<file path="config.mk">
export PLATFORM = sky130hd
export DESIGN_NAME = pipe_stage_elastic
export DESIGN_NICKNAME = d
export VERILOG_FILES = /design/src/rtl/pipe_stage_elastic.sv
export SDC_FILE = /design/constraint.sdc
export NUM_CORES = 1
export LEC_CHECK = 0
export ABC_AREA = 1
export ABC_CLOCK_PERIOD_IN_PS = 2580
export CAP_MARGIN = 40
export CORE_MARGIN = 5
export CORE_UTILIZATION = 45
export CTS_CLUSTER_DIAMETER = 100
export DETAILED_ROUTE_END_ITERATION = 10
export PLACE_DENSITY = 0.82
export RECOVER_POWER = 100
export SYNTH_ARGS = -nofsm -noshare
export SYNTH_HDL_FRONTEND = slang
export SYNTH_SLANG_ARGS = --single-unit
</file>
<file path="constraint.sdc">
create_clock -name clk -period 2.58 [get_ports clk]
set_input_delay 0.258 -clock clk [delete_from_list [all_inputs] [get_ports clk]]
set_output_delay 0.258 -clock clk [all_outputs]
set_load 0.02 [all_outputs]
</file>
<file path="src/rtl/pipe_stage_elastic.sv">
// -----------------------------------------------------------------------------
// pipe_stage_elastic
//
// Elastic pipeline stage register with a valid/ready handshake and a
// 2-entry skid buffer. It carries one packed payload of DATA_W bits between
// two CPU stages. Each boundary can apply backpressure on its own, so no
// global stall is needed.
//
// Timing
//   - Full throughput and 1-cycle latency.
//   - in_ready, out_valid and out_data are decoded only from registered
//     state, so there is no combinational path from out_ready to in_ready.
//
// Parameters
//   DATA_W      payload width in bits (1..1024)
//   BUBBLE_VAL  payload shown when the stage is empty; also loaded on
//               flush and reset (NOP encoding by default)
//
// Ports
//   clk        in   rising-edge clock
//   rst        in   asynchronous, active-high reset
//   flush      in   synchronous kill of all held entries
//   in_valid   in   upstream payload valid
//   in_ready   out  stage can accept a payload
//   in_data    in   upstream payload
//   out_valid  out  stage presents a valid payload
//   out_ready  in   downstream accepts the payload
//   out_data   out  payload to downstream (BUBBLE_VAL when not valid)
//   stall_cnt  out  count of backpressure cycles (zero unless stats enabled)
//
// Optional feature
//   Define PIPE_STAGE_ELASTIC_STATS_EN to build a saturating counter of
//   cycles with out_valid && !out_ready. Only rst clears it.
//   Without the macro, stall_cnt is tied to zero and no counter is built.
// -----------------------------------------------------------------------------
module pipe_stage_elastic #(
    parameter int unsigned       DATA_W     = 32,
    parameter logic [DATA_W-1:0] BUBBLE_VAL = DATA_W'(32'h00000013)
) (
    input  logic              clk,
    input  logic              rst,
    input  logic              flush,
    input  logic              in_valid,
    output logic              in_ready,
    input  logic [DATA_W-1:0] in_data,
    output logic              out_valid,
    input  logic              out_ready,
    output logic [DATA_W-1:0] out_data,
    output logic [31:0]       stall_cnt
);

    typedef enum logic [1:0] {
        ST_EMPTY = 2'd0,
        ST_BUSY  = 2'd1,   // main register valid
        ST_FULL  = 2'd2    // main and skid registers valid
    } state_t;

    state_t            state_r;
    state_t            state_next_s;
    logic [DATA_W-1:0] main_data_r;
    logic [DATA_W-1:0] skid_data_r;
    logic [DATA_W-1:0] main_next_s;
    logic [DATA_W-1:0] skid_next_s;
    logic              in_ready_s;
    logic              out_valid_s;
    logic              in_fire_s;
    logic              out_fire_s;

    assign in_fire_s  = in_valid && in_ready_s;
    assign out_fire_s = out_valid_s && out_ready;

    // State register; reset clears the stage at once, with no partial transfer
    always_ff @(posedge clk or posedge rst) begin
        if (rst) begin
            state_r <= ST_EMPTY;
        end else begin
            state_r <= state_next_s;
        end
    end

    // Payload registers; in_data is captured only on in_fire, so X on an idle bus never enters the stage
    always_ff @(posedge clk or posedge rst) begin
        if (rst) begin
            main_data_r <= BUBBLE_VAL;
            skid_data_r <= BUBBLE_VAL;
        end else begin
            main_data_r <= main_next_s;
            skid_data_r <= skid_next_s;
        end
    end

    // Next-state and next-payload selection; flush wins over any handshake
    always_comb begin
        state_next_s = state_r;
        main_next_s  = main_data_r;
        skid_next_s  = skid_data_r;
        if (flush) begin
            // A same-cycle in_fire is dropped. A same-cycle out_fire was
            // already seen by downstream.
            state_next_s = ST_EMPTY;
            main_next_s  = BUBBLE_VAL;
            skid_next_s  = BUBBLE_VAL;
        end else begin
            case (state_r)
                ST_EMPTY: begin
                    if (in_fire_s) begin
                        state_next_s = ST_BUSY;
                        main_next_s  = in_data;
                    end else begin
                        state_next_s = ST_EMPTY;
                    end
                end
                ST_BUSY: begin
                    if (in_fire_s && out_fire_s) begin
                        state_next_s = ST_BUSY;
                        main_next_s  = in_data;
                    end else if (in_fire_s) begin
                        // Downstream stalled: park the new beat in the skid slot
                        state_next_s = ST_FULL;
                        skid_next_s  = in_data;
                    end else if (out_fire_s) begin
                        state_next_s = ST_EMPTY;
                    end else begin
                        state_next_s = ST_BUSY;
                    end
                end
                ST_FULL: begin
                    // in_ready is low here, so in_valid cannot fire
                    if (out_fire_s) begin
                        state_next_s = ST_BUSY;
                        main_next_s  = skid_data_r;
                    end else begin
                        state_next_s = ST_FULL;
                    end
                end
                default: begin
                    state_next_s = ST_EMPTY;
                    main_next_s  = BUBBLE_VAL;
                    skid_next_s  = BUBBLE_VAL;
                end
            endcase
        end
    end

    // Handshake outputs decoded purely from the registered state
    always_comb begin
        out_valid_s = 1'b0;
        in_ready_s  = 1'b1;
        case (state_r)
            ST_EMPTY: begin
                out_valid_s = 1'b0;
                in_ready_s  = 1'b1;
            end
            ST_BUSY: begin
                out_valid_s = 1'b1;
                in_ready_s  = 1'b1;
            end
            ST_FULL: begin
                out_valid_s = 1'b1;
                in_ready_s  = 1'b0;
            end
            default: begin
                out_valid_s = 1'b0;
                in_ready_s  = 1'b1;
            end
        endcase
    end

    assign out_valid = out_valid_s;
    assign in_ready  = in_ready_s;
    // Mask the main register when the stage is empty: it may still hold a
    // payload that was already delivered.
    assign out_data  = out_valid_s ? main_data_r : BUBBLE_VAL;

`ifdef PIPE_STAGE_ELASTIC_STATS_EN
    logic [31:0] stall_cnt_r;

    // Saturating backpressure counter; only reset clears it, flush does not
    always_ff @(posedge clk or posedge rst) begin
        if (rst) begin
            stall_cnt_r <= 32'd0;
        end else if (out_valid_s && !out_ready && (stall_cnt_r != 32'hFFFF_FFFF)) begin
            stall_cnt_r <= stall_cnt_r + 32'd1;
        end else begin
            stall_cnt_r <= stall_cnt_r;
        end
    end

    assign stall_cnt = stall_cnt_r;
`else
    assign stall_cnt = 32'd0;
`endif

endmodule

</file>
### Word-level counts from Yosys, hierarchy flattened

Index checks and enable logic that the tools add are counted.
Widths: inputs -> output; s select.

| storage, ports and cells | value |
|---|---|
| output and inout bits | 66 |
| logic and storage cells | 37 |
| register bits after elaboration | 66 |
| bits in writable memories | 0 |
| bits in read-only memories | 0 |
| memories kept | 0 |
| bits of input ports | 37 |
| bits in latches | 0 |

| cells by class | value |
|---|---|
| bitwise logic cells | 0 |
| add/sub/neg operators | 0 |
| magnitude comparators | 0 |
| equality and inequality tests | 8 |
| reductions and logical operators | 8 |
| shift-type cells | 0 |
| multiplexer cells | 18 |
| multipliers | 0 |
| div/mod/pow operators | 0 |

Operator list:

| kind | count |
|---|---|
| $mux 32 | 7 |
| $pmux 32 s3 | 1 |
| $pmux 32 s2 | 1 |
| $ne 3x3->1 const B | 5 |
| $mux 2 | 4 |
| $pmux 2 s3 | 1 |
| $reduce_and 3->1 | 2 |
| $mux 1 | 4 |
| $reduce_or 2->1 | 2 |
| $logic_and 1x1->1 | 3 |
| $eq 2x1->1 const B | 1 |
| $eq 2x2->1 const B | 1 |
| $logic_not 2->1 | 1 |
| $ne 2x1->1 const B | 1 |

### Longest topological paths before layout

Gate-level depths: netlist (run 1).

| logic depth | value |
|---|---|
| word-level depth | 9 |
| mapped depth | 12 |

### Worst setup path after synthesis (run 1)

No wires, ideal clock.

| timing path | value |
|---|---|
| kind | flip-flop to flip-flop |
| start point | register state_r[0] |
| end point | register main_data_r[10] |
| clock period less this slack | 1.801 ns |
| path slack | 0.779 ns |
| arrival time | 1.683 ns |
| path buffers | 3 |
| cell stages (with the launch flop) | 12 |
| cells stage by stage | dfrtp_1 -> inv_1 -> ha_1 -> buf_4 -> nand2_4 -> inv_2 -> nand2_1 -> nand2_1 -> buf_4 -> buf_4 -> nand4_1 -> nand2_1 |

| between the ends | value |
|---|---|
| cells in the longest elaborated chain, start to end | 7 |
| elaborated cells on any way between the ends | 15 |
| those cells by class | eq/ne: 5; mux: 4; reduce/logical: 6 |

Ends and longest elaborated chain:

| element | line | RTL |
|---|---|---|
| from (decl) | 58 | `state_t state_r;` |
| from (signal assigned) | 77 | `state_r <= state_next_s;` |
| $eq 2x2->1 / $eq 2x1->1 (equally long branches) | 149 | `case (state_r)` |
| $reduce_or 2->1 (no source line) * | - |  |
| $mux 1 * | 149 |  |
| net out_valid | 46 | `output logic out_valid,` |
| $logic_and 1x1->1 * | 70 | `assign out_fire_s = out_valid_s && out_ready;` |
| $logic_and 1x1->1 | 114 | `if (in_fire_s && out_fire_s) begin` |
| $ne 3x3->1 (no source line) | - |  |
| $reduce_and 3->1 (no source line) * | - |  |
| to (signal assigned) | 87 | `main_data_r <= main_next_s;` |
| to (decl) | 60 | `logic [DATA_W-1:0] main_data_r;` |

The timed path passes the listed nets; every way through them passes the cells marked *.
A chain may end at the register's enable or synchronous reset.

### Worst setup path in the final report (run 1)

| timing path | value |
|---|---|
| start point | register state_r[0] |
| end point | output port out_data[18] |

| between the ends | value |
|---|---|
| cells in the longest elaborated chain, start to end | 4 |
| elaborated cells on any way between the ends | 5 |
| those cells by class | eq/ne: 2; mux: 2; reduce/logical: 1 |

Ends and longest elaborated chain:

| element | line | RTL |
|---|---|---|
| $eq 2x2->1 / $eq 2x1->1 (equally long branches) | 149 |  |
| $reduce_or 2->1 (no source line) * | - |  |
| $mux 1 * | 149 |  |
| $mux 32 * | 173 | `assign out_data = out_valid_s ? main_data_r : BUBBLE_VAL;` |
| to (decl) | 48 | `output logic [DATA_W-1:0] out_data,` |

Mark *: on every way between the ends. The rest lies on a longest branch, timed or not.

==> run summary, run 1 <==
top-area cell type share of the netlist area: 37.3%
Setup crit end kind: output port
Fin. Hold Viols: 0
grt ovf: 0
core area: 0.00872 mm²
Detail Route Antenna Nets: 0
Max IR drop VDD: 0.248 mV
Net count, final: 698
f_max: 407 MHz
clock sinks: 66
Top Metal Used: met4
Synth Area in Compound Gates: 0.373%
vias in the first global route: 3684
Hold WC Path Type: reg2reg
worst setup margin: 0.123 ns
Power Density: 573 mW/mm²
ranking of synthesized cells by area: dfrtp_1 (37%), nand2_1 (28%), buf_4 (7.6%)
wire per inst: 13.9 µm
XOR/XNOR share of the synthesized area: 0%
DR pass1 iterations: 5
crit path kind: reg2out
Post-Route Setup TNS: 0 ns
Top FF cell, synth: dfrtp_1
CP arrival: 2.20 ns
met3 wire length: 841 µm
worst slack, placed: 0.467 ns
Synth cell types: 21
via count: 3880
failing checks: capacitance limit, slew limit
Met1 Routed Length: 4.52 mm
H-tree lvl count: 3
fin crit period: 2.46 ns
TritonCTS Buffers: 9
leakage dissipation: 2.78 nW
most frequent cell after synthesis: nand2_1
DP Wirelength: 7.23 mm
Clock Latency Late Sink: 0.34 ns
antenna violations before repair: 0
share of cells above drive strength 1: 6.51%
simple-gate share of the synthesized area: 41.7%
Max Root-Sink Buffers: 2
Post-synth top cells: nand2_1 (295), dfrtp_1 (60), inv_1 (42)
leading area contributor after synthesis: dfrtp_1
Post-synth EDFFs: 0
RSZ-0062 raised after global routing: false
hold_buf cts: 0
Die Y: 105 µm
YS warnings: 0
crit path launch type: flop
Required @ worst endpoint: 2.32 ns
max-slew violations: 67
row count: 34
CTS tree: built
Die W: 105 µm
final hold slack: 0.467 ns
Worst-Margin Slew: 1.65 ns
number of synthesized register bits: 66
I/O pin count: 103
Port-buffer cells: 70
Initial Utilization: 46.2%
status: finished, violations left
Non-Filler Instances: 769
mux cell area share after synthesis: 0%
largest net degree at the start of global routing: 67
Synth Area per Inst: 6.76 µm²
largest family of logic cells by synthesized area: simple AND/OR/NAND/NOR gates
synthesized area: 0.00403 mm²
sequential fraction of the synthesis area: 41.2%
drt via density: 5.05
clk slew on worst S/H paths: 0.07 ns
Die ar.: 0.0109 mm²
Final setup violation count: 0
first-pass GRT wire length: 17.8 mm
Iteration-0 DRC Markers: 271
GRT Util Overall: 19.6%
Post-Synth Adder-Cell Area: 1.55%
Syn Inst Count: 596
Final Core Density: 55.6%
GP Congestion: 0.903
MaxCap Viol Count: 1
crit path max fanout: 17
placed instance count: 753
DRC viols: 0
FFs w/ async S/R, synth: 100%
final worst path period share: 95.2%
final WL: 10.7 mm
Slew headroom: -9.73%
Root Driver: clkbuf_8
Worst Skew: 0.00768 ns
area grow syn2layout: 20.3%
WL met2: 5.19 mm
diode count: 0
[repair_timing]
item | 4_1_cts | 5_1_grt
resized for setup | 0 | 1
endpoints found under the setup margin | 0 | 3
buffers inserted | 0 | 0
[final cells by class]
type / count / area (µm²)
fillers: 817 / 3880
multi-input cells: 445 / 1870
flip-flops and latches: 66 / 1660
repair buffers: 88 / 847
inverters: 46 / 173
clock buffers: 16 / 160
well taps: 108 / 135
[power breakdown]
part / total [W] / leakage, nW / switching [W] / internal, W
combinational: 0.000794 / 1.82 / 0.000521 / 0.000273
clock: 0.000760 / 0.0790 / 0.000381 / 0.000379
sequential: 0.00122 / 0.879 / 0.0000649 / 0.00116
total: 0.00278 / 2.78 / 0.000967 / 0.00181
[cells by family after synthesis]
group / Yosys count
and+or+nand+nor: 405
buffers and inverters: 116
DFF: 66
adders and majority gates: 5
AOI/OAI and AO/OA: 3
other: 1
[flip-flops by register name (all words and copies together) (netlist names)]
name	count
state_r	2
skid_data_r	32
main_data_r	32
[cells in the final DEF (no fill, tap or decap), types with 12 or more instances in the layout]
| cell type | count |
|---|---|
| buf_4 | 14 |
| dlygate4sd3_1 | 12 |
| conb_1 | 32 |
| nand2_1 | 296 |
| nor2_1 | 30 |
| inv_1 | 42 |
| nand3_1 | 39 |
| clkdlybuf4s50_1 | 58 |
| nand4_1 | 32 |
| dfrtp_1 | 60 |
[through the flow]
step | total power (W) | area (µm²)
2_1_floorplan | 0.00179 | 4140
6_report | 0.00278 | 4840
3_5_place_dp | 0.00204 | 4710
4_1_cts | 0.00279 | 4870
5_1_grt | 0.00294 | 4840
3_3_place_gp | 0.00201 | 4710
[worst max-delay path, stage by stage, from the launching register on]
cell and delay (ns):
dfrtp_1 0.38, inv_1 0.10, ha_1 0.40, buf_6 0.20, nand2_1 0.07, inv_1 0.04
dlygate4sd3_1 0.66
[layer usage]
layer,vias to the layer above,track usage [%]
met3,15,4.38
met5,-,0
met2,170,31.5
li1,1880,-
met4,0,6.03
met1,1815,26.4
[final timing paths]
kind                                start               to  slack [ns]  cells after the start
min in group asynchronous             rst  main_data_r[10]        0.94                      3
max in group asynchronous             rst  main_data_r[28]        0.66                      3
setup reg to reg               state_r[0]   main_data_r[7]        0.25                      9
setup / recovery               state_r[0]     out_data[18]        0.12                      6
hold reg to reg            skid_data_r[0]   skid_data_r[0]        0.47                      2
hold / removal             skid_data_r[0]   skid_data_r[0]        0.47                      2
No activity file was read; power rests on OpenSTA's default activity.
==> run 2: changes to the inputs <==
- CTS_CLUSTER_DIAMETER: 100 -> not set
==> results of run 2 <==
Final layout, timing and power as in run 1 (identical DEF).
==> run 3: changes to the inputs <==
- ABC_CLOCK_PERIOD_IN_PS: 2580 -> not set
==> results of run 3 <==
Final layout, timing and power as in run 1 (identical DEF).
